`src/rtl/sdram_burst_reader_if.sv`:
```
// Bundles the line-request side (towards the wrapper) and the burst side
// (towards the SDRAM controller) of the burst reader.
// slave  = the reader itself, master = whoever drives it (wrapper/controller/bench).
interface sdram_burst_reader_if #(
  parameter int ADDR_W = 24,
  parameter int BEATS  = 16
);
  logic                   rd_req;
  logic [ADDR_W-1:0]      rd_addr;
  logic [BEATS-1:0][15:0] rd_buf;
  logic                   rd_done;
  logic                   rd_err;
  logic                   busy;
  logic                   sd_cmd_valid;
  logic                   sd_cmd_ready;
  logic [ADDR_W-1:0]      sd_cmd_addr;
  logic                   sd_rdata_valid;
  logic [15:0]            sd_rdata;

  modport slave (
    input  rd_req, rd_addr, sd_cmd_ready, sd_rdata_valid, sd_rdata,
    output rd_buf, rd_done, rd_err, busy, sd_cmd_valid, sd_cmd_addr
  );

  modport master (
    output rd_req, rd_addr, sd_cmd_ready, sd_rdata_valid, sd_rdata,
    input  rd_buf, rd_done, rd_err, busy, sd_cmd_valid, sd_cmd_addr
  );
endinterface

```
`src/rtl/sdram_burst_reader.sv`:
```
// SDRAM-side line read engine: one burst command per request, BEATS x 16-bit
// beats collected into a line buffer, single-cycle rd_done, watchdog abort.
module sdram_burst_reader #(
  parameter int ADDR_W  = 24,
  parameter int BEATS   = 16,
  parameter int TIMEOUT = 1024
) (
  input  logic                clk,
  input  logic                rst_n,
  sdram_burst_reader_if.slave bus
);
  localparam int BEAT_W = $clog2(BEATS);
  localparam int WD_W   = $clog2(TIMEOUT) + 1;

  localparam logic [BEAT_W-1:0] BEAT_LAST = BEAT_W'(BEATS - 1);
  localparam logic [WD_W-1:0]   WD_LAST   = WD_W'(TIMEOUT - 1);
  // Clears the in-line word offset so bursts always start on a line boundary.
  localparam logic [ADDR_W-1:0] LINE_MASK = ~(ADDR_W'(BEATS - 1));

  typedef enum logic [1:0] {
    IDLE    = 2'd0,
    CMD     = 2'd1,
    COLLECT = 2'd2,
    DONE    = 2'd3
  } state_t;

  state_t                 state_q, state_d;
  logic [BEAT_W-1:0]      beat_q, beat_d;
  logic [WD_W-1:0]        wd_q, wd_d;
  logic                   done_q, done_d;
  logic                   err_q, err_d;
  logic                   busy_q, busy_d;
  logic                   cmd_valid_q, cmd_valid_d;
  logic [ADDR_W-1:0]      cmd_addr_q, cmd_addr_d;
  logic [BEATS-1:0][15:0] rd_buf_q;
  logic                   buf_we;

  // Next-state and output decode; all outputs are registered from these _d values.
  always_comb begin
    state_d     = state_q;
    beat_d      = beat_q;
    wd_d        = wd_q;
    done_d      = 1'b0;
    err_d       = err_q;
    busy_d      = busy_q;
    cmd_valid_d = cmd_valid_q;
    cmd_addr_d  = cmd_addr_q;
    buf_we      = 1'b0;

    case (state_q)
      IDLE: begin
        err_d = 1'b0;
        if (bus.rd_req) begin
          cmd_addr_d  = bus.rd_addr & LINE_MASK;
          busy_d      = 1'b1;
          cmd_valid_d = 1'b1;
          wd_d        = {WD_W{1'b0}};
          state_d     = CMD;
        end else begin
          busy_d      = 1'b0;
          cmd_valid_d = 1'b0;
        end
      end

      CMD: begin
        if (bus.sd_cmd_ready) begin
          cmd_valid_d = 1'b0;
          beat_d      = {BEAT_W{1'b0}};
          wd_d        = {WD_W{1'b0}};
          state_d     = COLLECT;
        end else if (wd_q == WD_LAST) begin
          // Controller never took the command: give up and report.
          cmd_valid_d = 1'b0;
          err_d       = 1'b1;
          done_d      = 1'b1;
          state_d     = DONE;
        end else begin
          wd_d = wd_q + WD_W'(1);
        end
      end

      COLLECT: begin
        if (bus.sd_rdata_valid) begin
          buf_we = 1'b1;
          beat_d = beat_q + BEAT_W'(1);
          wd_d   = {WD_W{1'b0}};
          if (beat_q == BEAT_LAST) begin
            done_d  = 1'b1;
            state_d = DONE;
          end else begin
            state_d = COLLECT;
          end
        end else if (wd_q == WD_LAST) begin
          // Burst stalled: hand back a partial line flagged as bad.
          err_d   = 1'b1;
          done_d  = 1'b1;
          state_d = DONE;
        end else begin
          wd_d = wd_q + WD_W'(1);
        end
      end

      DONE: begin
        busy_d  = 1'b0;
        err_d   = 1'b0;
        beat_d  = {BEAT_W{1'b0}};
        wd_d    = {WD_W{1'b0}};
        state_d = IDLE;
      end

      default: begin
        busy_d      = 1'b0;
        err_d       = 1'b0;
        cmd_valid_d = 1'b0;
        state_d     = IDLE;
      end
    endcase
  end

  // Control/state registers with synchronous active-low reset.
  always_ff @(posedge clk) begin
    if (!rst_n) begin
      state_q     <= IDLE;
      beat_q      <= {BEAT_W{1'b0}};
      wd_q        <= {WD_W{1'b0}};
      done_q      <= 1'b0;
      err_q       <= 1'b0;
      busy_q      <= 1'b0;
      cmd_valid_q <= 1'b0;
      cmd_addr_q  <= {ADDR_W{1'b0}};
    end else begin
      state_q     <= state_d;
      beat_q      <= beat_d;
      wd_q        <= wd_d;
      done_q      <= done_d;
      err_q       <= err_d;
      busy_q      <= busy_d;
      cmd_valid_q <= cmd_valid_d;
      cmd_addr_q  <= cmd_addr_d;
    end
  end

  // Line buffer: one beat written per strobe in COLLECT, otherwise held.
  always_ff @(posedge clk) begin
    if (!rst_n) begin
      rd_buf_q <= {BEATS{16'h0000}};
    end else if (buf_we) begin
      rd_buf_q[beat_q] <= bus.sd_rdata;
    end else begin
      rd_buf_q <= rd_buf_q;
    end
  end

  assign bus.rd_buf       = rd_buf_q;
  assign bus.rd_done      = done_q;
  assign bus.rd_err       = err_q;
  assign bus.busy         = busy_q;
  assign bus.sd_cmd_valid = cmd_valid_q;
  assign bus.sd_cmd_addr  = cmd_addr_q;
endmodule
```
`src/flat_wrapper.sv`:
```
// flat-port wrapper written by rule: the top's interface ports become plain ports
module sdram_burst_reader_flat 
#(
  parameter int ADDR_W  = 24,
  parameter int BEATS   = 16,
  parameter int TIMEOUT = 1024
)
  (clk, rst_n, bus_rd_req, bus_rd_addr, bus_sd_cmd_ready, bus_sd_rdata_valid, bus_sd_rdata, bus_rd_buf, bus_rd_done, bus_rd_err, bus_busy, bus_sd_cmd_valid, bus_sd_cmd_addr);
  sdram_burst_reader_if #(.ADDR_W(ADDR_W), .BEATS(BEATS)) bus_i ();
  input  logic clk;
  input  logic rst_n;
  input wire logic [$bits(bus_i.rd_req)-1:0] bus_rd_req;
  input wire logic [$bits(bus_i.rd_addr)-1:0] bus_rd_addr;
  input wire logic [$bits(bus_i.sd_cmd_ready)-1:0] bus_sd_cmd_ready;
  input wire logic [$bits(bus_i.sd_rdata_valid)-1:0] bus_sd_rdata_valid;
  input wire logic [$bits(bus_i.sd_rdata)-1:0] bus_sd_rdata;
  output wire logic [$bits(bus_i.rd_buf)-1:0] bus_rd_buf;
  output wire logic [$bits(bus_i.rd_done)-1:0] bus_rd_done;
  output wire logic [$bits(bus_i.rd_err)-1:0] bus_rd_err;
  output wire logic [$bits(bus_i.busy)-1:0] bus_busy;
  output wire logic [$bits(bus_i.sd_cmd_valid)-1:0] bus_sd_cmd_valid;
  output wire logic [$bits(bus_i.sd_cmd_addr)-1:0] bus_sd_cmd_addr;
  assign bus_i.rd_req = bus_rd_req;
  assign bus_i.rd_addr = bus_rd_addr;
  assign bus_i.sd_cmd_ready = bus_sd_cmd_ready;
  assign bus_i.sd_rdata_valid = bus_sd_rdata_valid;
  assign bus_i.sd_rdata = bus_sd_rdata;
  assign bus_rd_buf = bus_i.rd_buf;
  assign bus_rd_done = bus_i.rd_done;
  assign bus_rd_err = bus_i.rd_err;
  assign bus_busy = bus_i.busy;
  assign bus_sd_cmd_valid = bus_i.sd_cmd_valid;
  assign bus_sd_cmd_addr = bus_i.sd_cmd_addr;
  sdram_burst_reader #(.ADDR_W(ADDR_W), .BEATS(BEATS), .TIMEOUT(TIMEOUT)) u_core (.clk(clk), .rst_n(rst_n), .bus(bus_i));
endmodule
```
`config.mk`:
```
export PLATFORM = sky130hd
export DESIGN_NAME = sdram_burst_reader_flat
export DESIGN_NICKNAME = d
export VERILOG_FILES = /design/src/rtl/sdram_burst_reader_if.sv /design/src/rtl/sdram_burst_reader.sv /design/src/flat_wrapper.sv
export SDC_FILE = /design/constraint.sdc
export NUM_CORES = 1
export LEC_CHECK = 0
export ABC_AREA = 1
export CAP_MARGIN = 30
export CELL_PAD_IN_SITES_DETAIL_PLACEMENT = 1
export CELL_PAD_IN_SITES_GLOBAL_PLACEMENT = 1
export CORE_MARGIN = 4
export CORE_UTILIZATION = 36
export DETAILED_ROUTE_END_ITERATION = 10
export PLACE_DENSITY_LB_ADDON = 0.1
export SLEW_MARGIN = 20
export SYNTH_ARGS = -nofsm -noshare
export SYNTH_HDL_FRONTEND = slang
export SYNTH_SLANG_ARGS = --single-unit
```
`constraint.sdc`:
```
create_clock -name clk -period 2.9 [get_ports clk]
set_input_delay 0.58 -clock clk [delete_from_list [all_inputs] [get_ports clk]]
set_output_delay 0.58 -clock clk [all_outputs]
set_load 0.02 [all_outputs]
```
==> results of run 1 <==
## area by class of cell
| class | instances | area, µm² | area share [%] |
|---|---|---|---|
| Clock buffer | 56 | 1110 | 7.08 |
| Clock inverter | 6 | 80.1 | 0.512 |
| Sequential cell | 297 | 5950 | 38.0 |
| Timing Repair Buffer | 349 | 3450 | 22.0 |
| Multi-Input combinational cell | 980 | 4380 | 28.0 |
| Tap cell | 390 | 488 | 3.12 |
| Inverter | 52 | 198 | 1.26 |
## path summary, 6_finish.rpt
path                                 startpoint                             endpoint  slack, ns  cells past startpoint
max reg2reg      u_core.state_q[0]$_SDFFE_PN0P_  u_core.bus.rd_buf[206]$_SDFFE_PN0P_       0.87                      9
min                                       rst_n  u_core.bus.rd_buf[242]$_SDFFE_PN0P_       0.42                      3
max          u_core.bus.rd_buf[79]$_SDFFE_PN0P_                       bus_rd_buf[79]       0.80                      1
min reg2reg        u_core.wd_q[10]$_SDFFE_PN0P_         u_core.wd_q[10]$_SDFFE_PN0P_       0.46                      1
## power breakdown
part / leakage (nW) / internal (mW) / switching [mW]
combinational: 3.48 / 0.179 / 0.330
clock: 0.588 / 2.78 / 1.70
sequential: 2.40 / 4.12 / 0.0243
total: 6.46 / 7.08 / 2.06
## flip-flops by register name, summed over array words and instances (netlist names)
name                     count
u_core.bus.rd_err            1
u_core.bus.rd_buf          256
u_core.beat_q                4
u_core.bus.busy              1
u_core.bus.sd_cmd_addr      20
u_core.wd_q                 11
u_core.state_q               2
u_core.bus.rd_done           1
u_core.bus.sd_cmd_valid      1
## cells in the final DEF (no fill, tap or decap), types with 2 or more instances in the layout
master / n
nand4_1: 3
nor2_2: 2
nand2_2: 4
buf_4: 27
a21oi_1: 12
ha_1: 10
clkinv_2: 4
nor2_4: 12
bufinv_16: 2
nor3_1: 4
o21ai_0: 271
nand3_1: 10
dfxtp_1: 297
nor2_8: 3
buf_12: 2
nand2_4: 3
nor2_1: 573
inv_2: 21
clkdlybuf4s50_1: 319
clkbuf_8: 11
conb_1: 4
o21ai_1: 15
clkbuf_1: 8
inv_1: 29
clkbuf_16: 37
nand2_1: 46
## Yosys cell counts, drive strengths merged
| cell | instances | share of area [%] |
|---|---|---|
| o21bai | 1 | 0.069 |
| nand2 | 53 | 2.1 |
| clkbuf | 54 | 1.9 |
| a211oi | 1 | 0.069 |
| clkinv | 1 | 0.034 |
| nand4 | 3 | 0.17 |
| ha | 10 | 1.1 |
| dfxtp | 297 | 54 |
| nand3 | 11 | 0.55 |
| inv | 51 | 1.8 |
| nand3b | 1 | 0.069 |
| nor3 | 4 | 0.18 |
| o41ai | 1 | 0.080 |
| a21oi | 13 | 0.63 |
| conb | 1 | 0.034 |
| or2 | 1 | 0.057 |
| nor2 | 590 | 22 |
| buf | 33 | 2.2 |
| o21ai | 286 | 13 |
| o311a | 1 | 0.091 |
## through the flow
stage	setup WS, ns	hold slack [ns]
after detailed placement	0.447	0.456
final	0.804	0.423
after CTS	0.785	0.406
after global routing	0.630	0.416
after global placement	0.517	0.452
after floorplan	1.34	0.443
## cells by family after synthesis
family / count (synthesis) / synth area share, %
buffers and inverters: 139 / 5.90
other: 1 / 0.0342
flip-flops: 297 / 54.3
AO/OA/AOI/OAI: 303 / 14.0
AND/OR/NAND/NOR: 663 / 24.7
adder cells (fa/ha/maj): 10 / 1.14
## per-layer routing
layer / up-vias / wire length [µm] / global-route usage, %
li1: 5085 / - / -
met1: 5051 / 16500 / 28.6
met5: - / 0 / 0
met3: 54 / 3280 / 7.57
met4: 0 / 981 / 6.18
met2: 264 / 20100 / 41.8
## worst register-to-register path, cell delays in order (launching register included)
cell	delay, ns
dfxtp_1	0.34
inv_1	0.12
ha_1	0.25
nand2_2	0.13
inv_2	0.15
nand2_4	0.14
nor2_4	0.33
inv_2	0.22
nor2_1	0.17
nor2_1	0.07
==> tab_implementation.tex, run 1 <==
\begin{tabular}{lr}
\hline
Metric & Value \\
\hline
\multicolumn{2}{l}{\textbf{Clocking}} \\
\quad Count of buffers added by post-CTS timing repair for setup & 0 \\
\quad Post-cts resize count & 0 \\
\quad CTS root buffer & clkbuf\_16 \\
\quad Worst-skew pair later-pin latency & 0.50 ns \\
\quad Cts bufs inserted & 34 \\
\quad Number of buffers inserted by hold repair at cts & 0 \\
\quad Clock Pin Slew Worst Setup and Hold Paths & 0.07 ns \\
\quad Clock Sink Count & 297 \\
\quad H-Tree Depth & 2 \\
\quad TritonCTS clock tree & yes \\
\quad Worst-case clock buffer depth & 3 \\
\multicolumn{2}{l}{\textbf{Power and ir drop}} \\
\quad Worst VDD drop & 347 µV \\
\quad Overall Power & 9.14 mW \\
\quad Static leakage power & 6.46 nW \\
\quad Pwr/cell area & 584 mW/mm² \\
\multicolumn{2}{l}{\textbf{Critical path}} \\
\quad Sum of buffers and inverters on the critical path & 1 \\
\quad Kind of end point of the critical path & output port \\
\quad Worst-path cell chain & clkdlybuf4s50\_1 \\
\quad Data arrival at the endpoint of the critical path & 1.52 ns \\
\quad Worst Setup Start Kind & register \\
\quad Cell type of the slowest stage on the worst timing path & clkdlybuf4s50\_1 \\
\quad CP top delay family & buffers and inverters \\
\quad Maximum fanout along the worst path & 2 \\
\quad Worst Path Class, Setup & register to output port \\
\quad Endpoint required time on the critical path & 2.32 ns \\
\quad Largest incremental delay on the critical path & 0.67 ns \\
\multicolumn{2}{l}{\textbf{Hold path}} \\
\quad Hold Crit Class & primary input to register \\
\multicolumn{2}{l}{\textbf{Timing}} \\
\quad Worst-margin pin slew & 0.627 ns \\
\quad Final setup skew & 0.0114 ns \\
\quad Final Max Tran Viols & 0 \\
\quad Time the final worst path needs with I/O delays and setup & 2.10 ns \\
\quad Setup total negative slack & 0 ns \\
\quad Final setup violation count & 0 \\
\quad Worst slew slack as a fraction of its limit & 58.2\% \\
\quad Period utilisation layout & 72.3\% \\
\quad Achievable frequency & 477 MHz \\
\quad Final Hold Viols & 0 \\
\quad Unrepaired setup endpoints after global routing & no \\
\multicolumn{2}{l}{\textbf{Route}} \\
\quad Violation count after the first detailed-route iteration & 557 \\
\quad Count of vias placed by the detailed router & 10.5k \\
\quad Wire length after detailed routing & 40.9 mm \\
\quad TritonRoute pass-1 iters & 4 \\
\quad Final ANT Viol Nets & 0 \\
\quad Via density per instance & 4.91 \\
\quad \# DRC & 0 \\
\quad WL/cell & 19.2 µm \\
\multicolumn{2}{l}{\textbf{Logic synthesis}} \\
\quad Area of the mapped netlist & 0.0110 mm² \\
\quad Warnings, synthesis & 0 \\
\quad Post-synth cell types & 34 \\
\quad Sequential share of the synthesized area & 54.3\% \\
\quad Synthesized area divided by synthesized cell count & 7.76 µm² \\
\quad Number of storage elements in the synthesis netlist & 297 \\
\quad Cell count after synthesis & 1413 \\
\multicolumn{2}{l}{\textbf{Cells and area}} \\
\quad Number of nets in the layout & 1769 \\
\quad Count of non-filler cells in the finished layout & 2130 \\
\quad Area of all placed cells without fillers & 0.0156 mm² \\
\quad Final standard cell utilization of the core & 52.5\% \\
\quad Ratio of cells with drive above 1 in the final layout & 7.64\% \\
\quad Synthesis-to-layout area growth & 42.7\% \\
\quad Antenna Cells & 0 \\
\quad Number of fill cells in the layout & 3592 \\
\multicolumn{2}{l}{\textbf{Place}} \\
\quad DP HPWL & 27.2 mm \\
\quad GPL Wtd Cong & 0.769 \\
\quad IO buf count & 320 \\
\quad Area of placed instances & 0.0145 mm² \\
\quad Total placed cells including tap cells & 2068 \\
\multicolumn{2}{l}{\textbf{Floorplan}} \\
\quad Number of rows in the core area & 63 \\
\quad Top Ports & 329 \\
\quad Full die area & 0.0333 mm² \\
\quad Initial cell density of the core & 36.8\% \\
\quad Width of the chip & 182 µm \\
\quad Die boundary height & 182 µm \\
\quad Core Region & 0.0298 mm² \\
\multicolumn{2}{l}{\textbf{GRT}} \\
\quad Maximum number of pins on one net before global-route repair & 93 \\
\quad Overall Global Routing Usage & 24.0\% \\
\quad Number of antenna violations at the first check in global routing & 0 \\
\quad Aggregate global routing overflow & 0 \\
\quad Wire length of the first global-routing pass & 63.6 mm \\
\quad Vias in the first global route & 11.0k \\
\multicolumn{2}{l}{\textbf{Flow run}} \\
\quad Count of maximum capacitance violations & 0 \\
\multicolumn{2}{l}{\textbf{Status}} \\
\quad Run status & finished clean \\
\hline
\end{tabular}
Note: power is estimated with default switching activity, not from simulation.
==> run 2, diff against run 1 <==
--- a/config.mk
+++ b/config.mk
@@ -10,7 +10,7 @@
 export CELL_PAD_IN_SITES_DETAIL_PLACEMENT = 1
 export CELL_PAD_IN_SITES_GLOBAL_PLACEMENT = 1
 export CORE_MARGIN = 4
-export CORE_UTILIZATION = 36
+export CORE_UTILIZATION = 33
 export DETAILED_ROUTE_END_ITERATION = 10
 export PLACE_DENSITY_LB_ADDON = 0.1
 export SLEW_MARGIN = 20
==> constraint.sdc (replaced) <==
create_clock -name clk -period 1.97 [get_ports clk]
set_input_delay 0.394 -clock clk [delete_from_list [all_inputs] [get_ports clk]]
set_output_delay 0.394 -clock clk [all_outputs]
set_load 0.02 [all_outputs]
==> tab_implementation.tex, run 2 (synthesis gave the netlist of run 1 again) <==
\begin{tabular}{lr}
\hline
Metric & Value \\
\hline
\multicolumn{2}{l}{\textbf{GRT}} \\
\quad Number of antenna violations at the first check in global routing & 0 (unchanged) \\
\quad Aggregate global routing overflow & 0 (unchanged) \\
\quad GR Util met3 & 6.57\% (-1.0 points) \\
\quad Vias in the first global route & 10.8k (-1.4\%) \\
\quad Global-route met1 utilization & 26.8\% (-1.8 points) \\
\quad GR Layer Usage met2 & 37.8\% (-4.0 points) \\
\quad Maximum number of pins on one net before global-route repair & 170 (+83\%) \\
\quad Busiest grt layer & met2 \\
\quad Overall Global Routing Usage & 22.0\% (-1.9 points) \\
\quad Wire length of the first global-routing pass & 62.9 mm (-1.1\%) \\
\multicolumn{2}{l}{\textbf{Floorplan}} \\
\quad Core Region & 0.0326 mm² (+9.5\%) \\
\quad Width of the chip & 190 µm (+4.3\%) \\
\quad Die boundary height & 190 µm (+4.3\%) \\
\quad Initial cell density of the core & 33.6\% (-3.2 points) \\
\quad Number of rows in the core area & 66 (+4.8\%) \\
\quad Full die area & 0.0362 mm² (+8.7\%) \\
\quad Top Ports & 329 (unchanged) \\
\multicolumn{2}{l}{\textbf{Route}} \\
\quad WL/cell & 18.6 µm (-3.2\%) \\
\quad Violation count after the first detailed-route iteration & 416 (-25\%) \\
\quad \# DRC & 0 (unchanged) \\
\quad Final ANT Viol Nets & 0 (unchanged) \\
\quad TritonRoute pass-1 iters & 4 (unchanged) \\
\quad Wire length after detailed routing & 41.0 mm (+0.22\%) \\
\quad Via density per instance & 4.74 (-3.4\%) \\
\quad Count of vias placed by the detailed router & 10.5k (-0.0096\%) \\
\multicolumn{2}{l}{\textbf{Timing}} \\
\quad Final setup skew & 0.0178 ns (+0.00639 ns) \\
\quad Period utilisation layout & 98.4\% \\
\quad Final Hold Viols & 0 (unchanged) \\
\quad Unrepaired setup endpoints after global routing & no \\
\quad Worst slew slack as a fraction of its limit & 51.4\% (-6.8 points) \\
\quad Achievable frequency & 516 MHz \\
\quad Final setup violation count & 0 (unchanged) \\
\quad Worst-margin pin slew & 0.729 ns (+0.101 ns) \\
\quad Setup total negative slack & 0 ns (unchanged) \\
\quad Time the final worst path needs with I/O delays and setup & 1.94 ns \\
\quad Final Max Tran Viols & 0 (unchanged) \\
\multicolumn{2}{l}{\textbf{Place}} \\
\quad IO buf count & 320 (unchanged) \\
\quad GPL Wtd Cong & 0.813 (+5.7\%) \\
\quad Area of placed instances & 0.0148 mm² (+2.7\%) \\
\quad DP HPWL & 27.9 mm (+2.5\%) \\
\multicolumn{2}{l}{\textbf{Power and ir drop}} \\
\quad Net switching fraction of the power & 22.5\% (+0.042 points) \\
\quad Pwr/cell area & 841 mW/mm² (+44\%) \\
\quad Fraction of power consumed by combinational cells & 5.8\% (+0.2 points) \\
\quad Worst VDD drop & 705 µV (+100\%) \\
\quad Power spent charging and discharging nets & 3.04 mW (+48\%) \\
\quad Int Power & 10.4 mW (+47\%) \\
\quad Reg power frac & 45.2\% (about the same) \\
\quad Clk network pwr share & 49.0\% (about the same) \\
\quad Static leakage power & 6.68 nW (+3.4\%) \\
\multicolumn{2}{l}{\textbf{Critical path}} \\
\quad Worst Setup Start Kind & register \\
\quad Total stage count of the critical path & 1 (unchanged) \\
\quad Worst Path Class, Setup & register to output port \\
\quad Endpoint required time on the critical path & 1.58 ns (-0.74 ns) \\
\quad Sum of buffers and inverters on the critical path & 1 (unchanged) \\
\quad Data arrival at the endpoint of the critical path & 1.54 ns (+0.02 ns) \\
\quad Cell type of the slowest stage on the worst timing path & clkdlybuf4s50\_1 \\
\quad Largest incremental delay on the critical path & 0.71 ns (+0.04 ns) \\
\quad Kind of end point of the critical path & output port \\
\quad Worst-path cell chain & clkdlybuf4s50\_1 \\
\quad Worst Reg-to-Reg Cells & 9 (unchanged) \\
\quad CP top delay family & buffers and inverters \\
\quad Maximum fanout along the worst path & 2 (unchanged) \\
\multicolumn{2}{l}{\textbf{Cells and area}} \\
\quad Final standard cell utilization of the core & 49.1\% (-3.4 points) \\
\quad Area of all placed cells without fillers & 0.0160 mm² (+2.4\%) \\
\quad Number of nets in the layout & 1796 (+1.5\%) \\
\quad Synthesis-to-layout area growth & 46.2\% \\
\quad Most frequent cells in the layout & nor2\_1 (573), clkdlybuf4s50\_1 (315), dfxtp\_1 (297) \\
\quad Antenna Cells & 0 (unchanged) \\
\quad Most frequent standard cell in the layout excluding fill and tap cells & nor2\_1 \\
\quad Number of flip-flops in the largest register & 256 (unchanged) \\
\quad Ratio of cells with drive above 1 in the final layout & 8.91\% (+1.3 points) \\
\multicolumn{2}{l}{\textbf{Clocking}} \\
\quad Clock Sink Count & 297 (unchanged) \\
\quad Cts bufs inserted & 35 (+2.9\%) \\
\quad TritonCTS clock tree & yes \\
\quad Count of buffers added by post-CTS timing repair for setup & 0 (unchanged) \\
\quad H-Tree Depth & 2 (unchanged) \\
\quad Worst-case clock buffer depth & 3 (unchanged) \\
\quad Worst-skew pair later-pin latency & 0.51 ns (about the same) \\
\quad CTS root buffer & clkbuf\_16 \\
\quad Clock Pin Slew Worst Setup and Hold Paths & 0.06 ns (about the same) \\
\multicolumn{2}{l}{\textbf{Status}} \\
\quad Run status & finished clean \\
\multicolumn{2}{l}{\textbf{Hold path}} \\
\quad Hold Crit Class & primary input to register \\
\quad Min-Delay Path Depth & 3 (unchanged) \\
\multicolumn{2}{l}{\textbf{Flow run}} \\
\quad Count of maximum capacitance violations & 0 (unchanged) \\
\hline
\end{tabular}
## run 2: worst paths after layout
check                                              to  slack [ns]                                start
setup / recovery                      bus_rd_buf[114]        0.03  u_core.bus.rd_buf[114]$_SDFFE_PN0P_
hold / removal    u_core.bus.rd_buf[210]$_SDFFE_PN0P_        0.18                                rst_n
setup reg to reg   u_core.bus.rd_buf[60]$_SDFFE_PN0P_        0.21       u_core.state_q[0]$_SDFFE_PN0P_
hold reg to reg          u_core.wd_q[10]$_SDFFE_PN0P_        0.46         u_core.wd_q[10]$_SDFFE_PN0P_
## run 2: layout make-up
cell class,count,area [µm²]
clock buffers,51,1020
clock inverters,8,146
fillers,3901,16600
inverters,52,199
multi-input cells,980,4380
flip-flops and latches,297,5950
well taps,442,553
repair buffers,375,3780
## run 2: per-stage QoR
| stage | hold WS [ns] | total power [mW] | setup WS, ns | std cells |
|---|---|---|---|---|
| finish | 0.176 | 13.5 | 0.0322 | 2205 |
| global route | 0.192 | 13.9 | 0.00445 | 2205 |
| CTS | 0.149 | 13.6 | 0.0230 | 2205 |
| detailed placement | 0.459 | 7.02 | -0.0517 | 2146 |
| global placement | 0.448 | 7.00 | -0.00167 | 2146 |
| floorplan | 0.443 | 6.59 | 0.410 | 1416 |
## run 2: layer usage
layer / vias up / routed length [µm]
met3: 64 / 2880
met1: 5013 / 17300
met5: - / 0
met4: 0 / 1120
li1: 5141 / -
met2: 235 / 19600
## run 2: power groups by stage
stage / registers, mW / clock network, mW / logic, mW
floorplan: 6.29 / 0 / 0.304
global placement: 6.23 / 0 / 0.776
detailed placement: 6.23 / 0 / 0.787
CTS: 6.10 / 6.76 / 0.790
global route: 6.10 / 7.00 / 0.846
finish: 6.10 / 6.60 / 0.781
## run 2: repair_timing
| item | in CTS | in global routing |
|---|---|---|
| hold buffers | 0 | 0 |
| endpoints found under the hold margin | 0 | 0 |
| setup endpoints to repair | 0 | 13 |
| resized for setup | 0 | 6 |
